<file path="src/rtl/inst_fetch_buf.sv">
// Instruction fetch unit with prefetch FIFO.
// Fetches 32-bit words from instruction ROM over a req/ack handshake with one
// request outstanding. Buffers up to DEPTH {addr,inst} pairs for the decode
// stage. A redirect from ex flushes the FIFO and restarts fetch at the target.
//
// state   | meaning
// --------+----------------------------------------------------------------
// IDLE    | no request outstanding; issue when FIFO has room and no redirect
// WAIT    | request outstanding; push the returned word on ack
// DISCARD | request outstanding but redirected; drop the word on ack
module inst_fetch_buf #(
   parameter int          DEPTH    = 4,
   parameter logic [31:0] RESET_PC = 32'h0000_0000
) (
   input  logic        clk,
   input  logic        rst,
   output logic        rom_req_o,
   output logic [31:0] rom_addr_o,
   input  logic        rom_ack_i,
   input  logic [31:0] rom_rdata_i,
   input  logic        jump_en_i,
   input  logic [31:0] jump_addr_i,
   input  logic        hold_i,
   output logic        inst_valid_o,
   output logic [31:0] inst_o,
   output logic [31:0] inst_addr_o
);

   localparam int          AW   = $clog2(DEPTH);
   localparam int          CW   = AW + 1;
   localparam logic [CW-1:0] FULL = CW'(DEPTH);
   localparam logic [31:0] NOP  = 32'h0000_0013;

   typedef enum logic [1:0] {
      IDLE    = 2'd0,
      WAIT    = 2'd1,
      DISCARD = 2'd2
   } state_t;

   state_t        state;
   state_t        state_nxt;
   logic [31:0]   req_addr;
   logic [31:0]   fetch_pc;
   logic [31:0]   jump_tgt;
   logic [31:0]   mem_addr [DEPTH];
   logic [31:0]   mem_inst [DEPTH];
   logic [AW-1:0] wr_ptr;
   logic [AW-1:0] rd_ptr;
   logic [CW-1:0] count;
   logic          issue;
   logic          push;
   logic          pop;

   // Redirect target is always word aligned.
   assign jump_tgt     = jump_addr_i & ~32'h0000_0003;

   assign rom_req_o    = (state != IDLE);
   assign rom_addr_o   = req_addr;
   assign inst_valid_o = (count != '0);
   assign inst_o       = inst_valid_o ? mem_inst[rd_ptr] : NOP;
   assign inst_addr_o  = inst_valid_o ? mem_addr[rd_ptr] : 32'h0000_0000;

   // A redirect steals the pop so the flushed head is never credited.
   assign pop          = inst_valid_o && !hold_i && !jump_en_i;

   // FSM state register.
   always_ff @(posedge clk) begin
      if (rst) state <= IDLE;
      else     state <= state_nxt;
   end

   // Next-state and issue/push decode.
   always_comb begin
      state_nxt = state;
      issue     = 1'b0;
      push      = 1'b0;
      case (state)
         IDLE: begin
            if (!jump_en_i && (count < FULL)) begin
               issue     = 1'b1;
               state_nxt = WAIT;
            end
         end
         WAIT: begin
            if (rom_ack_i) begin
               push      = !jump_en_i;
               state_nxt = IDLE;
            end else if (jump_en_i) begin
               state_nxt = DISCARD;
            end
         end
         DISCARD: begin
            if (rom_ack_i) state_nxt = IDLE;
         end
         default: state_nxt = IDLE;
      endcase
   end

   // Fetch PC, request address, FIFO pointers and occupancy.
   always_ff @(posedge clk) begin
      if (rst) begin
         req_addr <= RESET_PC;
         fetch_pc <= RESET_PC;
         wr_ptr   <= '0;
         rd_ptr   <= '0;
         count    <= '0;
      end else begin
         if (issue) req_addr <= fetch_pc;
         if (jump_en_i) begin
            fetch_pc <= jump_tgt;
            wr_ptr   <= '0;
            rd_ptr   <= '0;
            count    <= '0;
         end else begin
            if (push) begin
               fetch_pc <= fetch_pc + 32'd4;
               wr_ptr   <= wr_ptr + AW'(1);
            end
            if (pop) rd_ptr <= rd_ptr + AW'(1);
            case ({push, pop})
               2'b10:   count <= count + CW'(1);
               2'b01:   count <= count - CW'(1);
               default: count <= count;
            endcase
         end
      end
   end

   // FIFO storage; contents are masked at the outputs when empty, so no reset.
   always_ff @(posedge clk) begin
      if (push) begin
         mem_addr[wr_ptr] <= req_addr;
         mem_inst[wr_ptr] <= rom_rdata_i;
      end
   end

endmodule

</file>
<file path="config.mk">
export PLATFORM = sky130hd
export DESIGN_NAME = inst_fetch_buf
export DESIGN_NICKNAME = d
export VERILOG_FILES = /design/src/rtl/inst_fetch_buf.sv
export SDC_FILE = /design/constraint.sdc
export NUM_CORES = 1
export LEC_CHECK = 0
export ABC_AREA = 1
export ABC_CLOCK_PERIOD_IN_PS = 6000
export BUFFER_PORTS_ARGS = -buffer_cell sky130_fd_sc_hd__buf_2
export CAP_MARGIN = 15
export CELL_PAD_IN_SITES_DETAIL_PLACEMENT = 1
export CELL_PAD_IN_SITES_GLOBAL_PLACEMENT = 2
export CORE_UTILIZATION = 40
export DETAILED_ROUTE_END_ITERATION = 6
export GPL_TIMING_DRIVEN = 0
export MAX_ROUTING_LAYER = met4
export PLACE_DENSITY_LB_ADDON = 0.1
export SYNTH_ARGS = -nofsm -noshare
export SYNTH_HDL_FRONTEND = slang
export SYNTH_SLANG_ARGS = --single-unit
</file>
<file path="constraint.sdc">
create_clock -name clk -period 6 [get_ports clk]
set_clock_uncertainty 0.1 [all_clocks]
set_input_delay 0.6 -clock clk [delete_from_list [all_inputs] [get_ports clk]]
set_output_delay 0.6 -clock clk [all_outputs]
set_load 0.02 [all_outputs]
</file>
After elaboration in Yosys (flattened, before gate mapping)
Memory sizes are Yosys's and may differ from the RTL's. A register that Yosys moved wholly into a read port is not among the register bits.
Cells that the tools add are included.
- add/sub/neg operators: 5
- magnitude comparators: 1
- equal/unequal tests: 7
- mux-type cells: 20
- reductions and logical operators: 12
- operators by type and width (operator ; count):
    $mux 32 ; 4
    $add 32x3->32 const B ; 1
    $mux 2 ; 8
    $mux 1 ; 6
    $pmux 2 s3 ; 1
    $pmux 3 s2 ; 1
    $reduce_bool 2->1 ; 3
    $add 2x1->2 const B ; 2
    $eq 2x1->1 const B ; 2
    $eq 2x2->1 const B ; 2
    $ne 2x2->1 const B ; 2
    $add 3x1->3 const B ; 1
    $logic_and 1x1->1 ; 3
    $lt 3x3->1 const B ; 1
    $ne 3x3->1 const B ; 1
    $reduce_and 3->1 ; 1
    $reduce_bool 3->1 ; 1
    $sub 3x1->3 const B ; 1
    $logic_not 1->1 ; 2
    $logic_not 2->1 ; 1
    $reduce_or 2->1 ; 1
- register bits: 73
- bits in writable memories: 256
- input bits: 69
- output and inout port bits: 98
- logic and storage cells: 54
- memories kept: 2
- memories (memory ; depth ; bits a word ; read ports ; clocked after memory_dff ; write ports ; RTL line ; source):
    mem_addr ; 4 ; 32 ; 1 ; 1 ; 1 ; 45 ; logic [31:0] mem_addr [DEPTH];
    mem_inst ; 4 ; 32 ; 1 ; 1 ; 1 ; 46 ; logic [31:0] mem_inst [DEPTH];

Depth between registers and ports, before layout
- word-level depth: 5
- mapped depth: 13
- depth with buffers taken out: 12

Worst setup path after synthesis
No wires, ideal clock.
- path type: in2reg
- start point: in jump_en_i
- end point: mem mem_addr[0][10] (enable)
- library setup time: 483 ps
- data arrival time: 3694 ps
- data required time: 5417 ps
- slack: 1723 ps
- stages on the path: 5
- path buffers: 2
- cell sequence: buf_2 nor2_4 inv_2 buf_6 nor2_1
- longest elaborated chain between the ends: 5
- ends and longest elaborated chain (what ; RTL line ; source):
    start: declaration ; 21 ; input logic jump_en_i,
    $logic_not 1->1 ; 86 ; push = !jump_en_i;
    $mux 1 ; 85 ; if (rom_ack_i) begin
    $mux 1 ; 77 ; case (state)
    $mux 1 ; 131 ; if (push) begin
    $mux 1 (implied by the code) ; 132 ; mem_addr[wr_ptr] <= req_addr;
    end: declaration ; 45 ;
No other way between the ends.

Worst setup path after layout
- start point: reg count[2]
- end point: out inst_o[4]
- longest elaborated chain between the ends: 2
- ends and longest elaborated chain (what ; RTL line ; source):
    start: declaration ; 49 ; logic [CW-1:0] count;
    start signal: assignment ; 121 ; 2'b10: count <= count + CW'(1);
    start signal: assignment ; 122 ; 2'b01: count <= count - CW'(1);
    start signal: assignment ; 123 ; default: count <= count;
    $reduce_bool 3->1 ; 59 ; assign inst_valid_o = (count != '0);
    $mux 32 ; 60 ; assign inst_o = inst_valid_o ? mem_inst[rd_ptr] : NOP;
    end: declaration ; 25 ; output logic [31:0] inst_o,
No other way between the ends.

==> results.txt <==
The area growth from synthesis to layout came out at 19.9%. The number of buffers added on ports is 159. Clock-pin slew was measured on the worst setup and hold paths at 0.06 ns. The count of buffer and inverter cells on the critical path is 3. The largest net degree at the start of global routing is 29.

Yosys mapped the design onto 40 distinct sky130hd cell types. The number of iterations in the first detailed-routing pass is 5. The number of stages on the worst hold path came out at 2. The overall die width came out at 184 µm.

Among all flip-flop cells after synthesis, the most frequent one is sky130_fd_sc_hd__edfxtp_1. After synthesis, the share of flip-flops with an asynchronous set or reset is 0%. The slew at the pin closest to its max-slew limit is 1.06 ns. Before CTS, the worst setup slack after placement is 3.12 ns. The maximum fanout along the worst path is 10. The count of cells in the finished layout, fillers not included, comes to 1943. In the post-synthesis netlist, the biggest area contributors are sky130_fd_sc_hd__edfxtp_1, sky130_fd_sc_hd__dfxtp_1, sky130_fd_sc_hd__nor2_1, sky130_fd_sc_hd__o21ai_0, sky130_fd_sc_hd__a21oi_1. Across all register-to-register paths, the minimum setup slack is 3.39 ns.

On the critical path, the stage with the largest delay is an instance of sky130_fd_sc_hd__nor3_2. After detailed placement, the design holds a cell count of 1881. The most common cell type on the critical path is sky130_fd_sc_hd__buf_2.

Setup repair after global routing left no endpoint under its margin. The clock sink total is 319. In the global route stage, overall resource usage came out at 24.0%. The hold path endpoint is state[1]. The met3 track demand over resource is 3.04%. The critical register-to-register path startpoint is count[2]. The sequential cell area fraction in the yosys report is 66.7%. The number of global-route vias before repair was 10.4k. The number of clock buffers added by TritonCTS is 35. Wires add up to 39000 µm.

The post-synthesis instance total came out at 1269. The mapped cell area came out at 13300 µm². Synthesis inferred 319 register bits.

The hold slack is 0.211 ns. The worst path needs 3.37 ns of the cycle, external delays included. The number of pins exceeding their max-slew limit in the final report is 0.

The clock latency of the later-clocked register in the worst-skew pair is 0.51 ns. The number of antenna violations at the first check in global routing came out at 1. The cell depth of the worst setup path came out at 5. The total leakage power came out at 6.01 nW.

The yosys synthesis warning count is 0. Walking the worst path, the cells encountered are nor3_2 -> buf_2 -> inv_1 -> o311ai_1 -> buf_2. Once the clock tree was built, the setup fixing pass inserted 0 buffers.

The layer with the highest usage is met2. The endpoint of the worst-slack reg-to-reg timing path is count[1]. The kind of cell adding the most delay to the critical path is simple AND/OR/NAND/NOR gates.

Global routing finished with a remaining overflow of 0. The worst setup path is launched from a register. The min-delay analysis places its worst path in the category in -> reg. The via total after detailed routing came out at 9884.

The normalized max-slew margin is 28.8%. The worst endpoint data arrival time came out at 2.67 ns. The number of buffers between clock root and the deepest sink is 3.

Yosys instantiated no cell more often than sky130_fd_sc_hd__nor2_1. The endpoint type of the worst setup path is an output port. The number of nets in the final layout came out at 1552. VDD sags by at most 0.167 mV. The stage delay of the slowest cell on the critical path came out at 0.86 ns. STA puts the critical path data required time at 5.30 ns. The critical path is of the reg -> out type.

The core box area came out at 32600 µm². In this run, the number of DRC markers left after iteration 0 of detailed routing was 515. The final hold violation count came to 0. The average footprint of a synthesized cell came out at 10.5 µm².

The setup slack after layout is 2.63 ns. Summed over its instances, the top area cell type makes up 56.0% of the synthesized netlist area. From bottom edge to top edge, the die measures 184 µm.

The first global-routing pass estimated 58900 µm of wire. In this run the remaining antenna-violating nets after routing total 0. The met1 global-route usage is 28.4%. Setup violations remaining at the end of the flow were counted as 0.

The via density per instance came out at 5.09. For this configuration, the core starts out at a cell density of 40.8%. The I/O pin total came out at 167. Gates resized during post-CTS repair numbered 0. The leading area contributor after synthesis is sky130_fd_sc_hd__edfxtp_1.

The flow ran to the end, and the final reports show no timing, DRC or antenna violations. Ranked by instance count, the synthesized netlist is headed by sky130_fd_sc_hd__nor2_1, sky130_fd_sc_hd__edfxtp_1, sky130_fd_sc_hd__o21ai_0. The HPWL reported at the end of detailed placement is 27400 µm. For this run, the top clock speed supported by timing is 0.297 GHz. The clock tree root driver cell is sky130_fd_sc_hd__clkbuf_16. The share of cells above drive strength 1 came out at 19.6%.

The max capacitance violation total is 0. The met2 track utilization from global routing is 42.4%. The most critical setup path has its startpoint at count[2]. The start point of the worst hold path is rom_ack_i. The congestion estimate from routability-driven global placement came to 0.853.

For this run, the share of the core covered by cells in the final layout is 48.9%. The placement row count is 66. The synthesized design contains 248 enable-type register cells.

The die outline area is 34000 µm². The number of hold buffers added after cts came out at 0. The maximum level of the CTS H-tree came out at 2. The average wire length per cell after detail routing is 20.1 µm. The CTS tree is done. The fraction of the cycle the final worst path needs is 56.2%. After filler insertion, the fill cell instance count of the layout stands at 3640. The number of cells on the worst reg-to-reg path is 8. The power density relative to cell area is 298 nW/µm². After detailed routing, the number of remaining DRC violations is 0.
==> placed cells by master, fill, tap and decap left out, types with 3 or more instances in the layout <==
master	n
sky130_fd_sc_hd__nor2_4	12
sky130_fd_sc_hd__clkinv_1	6
sky130_fd_sc_hd__nor2_1	283
sky130_fd_sc_hd__dfxtp_1	71
sky130_fd_sc_hd__nand4_1	4
sky130_fd_sc_hd__conb_1	4
sky130_fd_sc_hd__clkbuf_1	40
sky130_fd_sc_hd__o21ai_0	179
sky130_fd_sc_hd__ha_1	6
sky130_fd_sc_hd__buf_1	6
sky130_fd_sc_hd__nor3_1	4
sky130_fd_sc_hd__inv_2	7
sky130_fd_sc_hd__edfxtp_1	248
sky130_fd_sc_hd__nand2_1	110
sky130_fd_sc_hd__inv_1	70
sky130_fd_sc_hd__xor2_1	5
sky130_fd_sc_hd__nor3_2	3
sky130_fd_sc_hd__buf_12	7
sky130_fd_sc_hd__nand2_2	5
sky130_fd_sc_hd__a31oi_1	8
sky130_fd_sc_hd__clkinv_2	7
sky130_fd_sc_hd__buf_2	178
sky130_fd_sc_hd__a21oi_1	114
sky130_fd_sc_hd__a21oi_2	5
sky130_fd_sc_hd__buf_4	11
sky130_fd_sc_hd__nor2_2	7
sky130_fd_sc_hd__clkbuf_16	38
sky130_fd_sc_hd__nand3_1	37
==> kinds of logic after synthesis <==
| group | Yosys count | synth area share, % |
|---|---|---|
| adder cells (fa/ha/maj) | 7 | 0.715 |
| XOR/XNOR | 6 | 0.395 |
| AO/OA/AOI/OAI | 315 | 12.3 |
| buffers and inverters | 150 | 4.86 |
| flip-flops | 319 | 66.7 |
| AND/OR/NAND/NOR | 471 | 15.0 |
| other | 1 | 0.0282 |
==> sequential cells by signal, summed over array words and instances, names as in the netlist, named ones only <==
register and flops:
count 3, fetch_pc 30, mem_addr 120, mem_inst 128, rd_ptr 2, rom_addr_o 30, state 2, wr_ptr 2
==> stage by stage <==
stage	total power, W	cell area (µm²)	TNS, ns
2_1_floorplan	0.00263	13300	0
4_1_cts	0.00480	15900	0
6_report	0.00476	15900	0
5_1_grt	0.00491	15900	0
3_3_place_gp	0.00274	14700	-147.59
3_5_place_dp	0.00275	14900	0
==> worst max path at each step <==
stage / endpoint / slack [ns]
detailed placement: inst_o[4] / 3.12
global route: inst_addr_o[14] / 2.52
CTS: inst_addr_o[11] / 2.58
global placement: mem_inst[1][24] / -0.65
floorplan: mem_addr[0][10] / 1.72
finish: inst_o[4] / 2.63
==> routing by layer <==
layer / vias up / share of wire [%]
met2: 196 / 51
met4: 0 / 2.8
met3: 69 / 3.5
met5: - / 0
li1: 4762 / -
met1: 4857 / 43
==> final cells by class <==
type / count / area, µm² / share of cell area (%)
clock buffers: 46 / 991 / 6.22
multi-input cells: 803 / 3820 / 24.0
plain buffers: 72 / 352 / 2.21
inverters: 78 / 294 / 1.84
clock inverters: 15 / 98.8 / 0.620
repair buffers: 167 / 963 / 6.04
diodes: 1 / 2.50 / 0.0157
flip-flops and latches: 319 / 8870 / 55.6
well taps: 442 / 553 / 3.47
==> report_power, final <==
group	leakage (nW)	internal [W]	total [W]	switching, W
clock	0.535	0.00120	0.00205	0.000845
combinational	2.64	0.0000723	0.000225	0.000153
sequential	2.83	0.00243	0.00248	0.0000524
total	6.01	0.00370	0.00476	0.00105
Note: power is estimated with default switching activity, not from simulation.
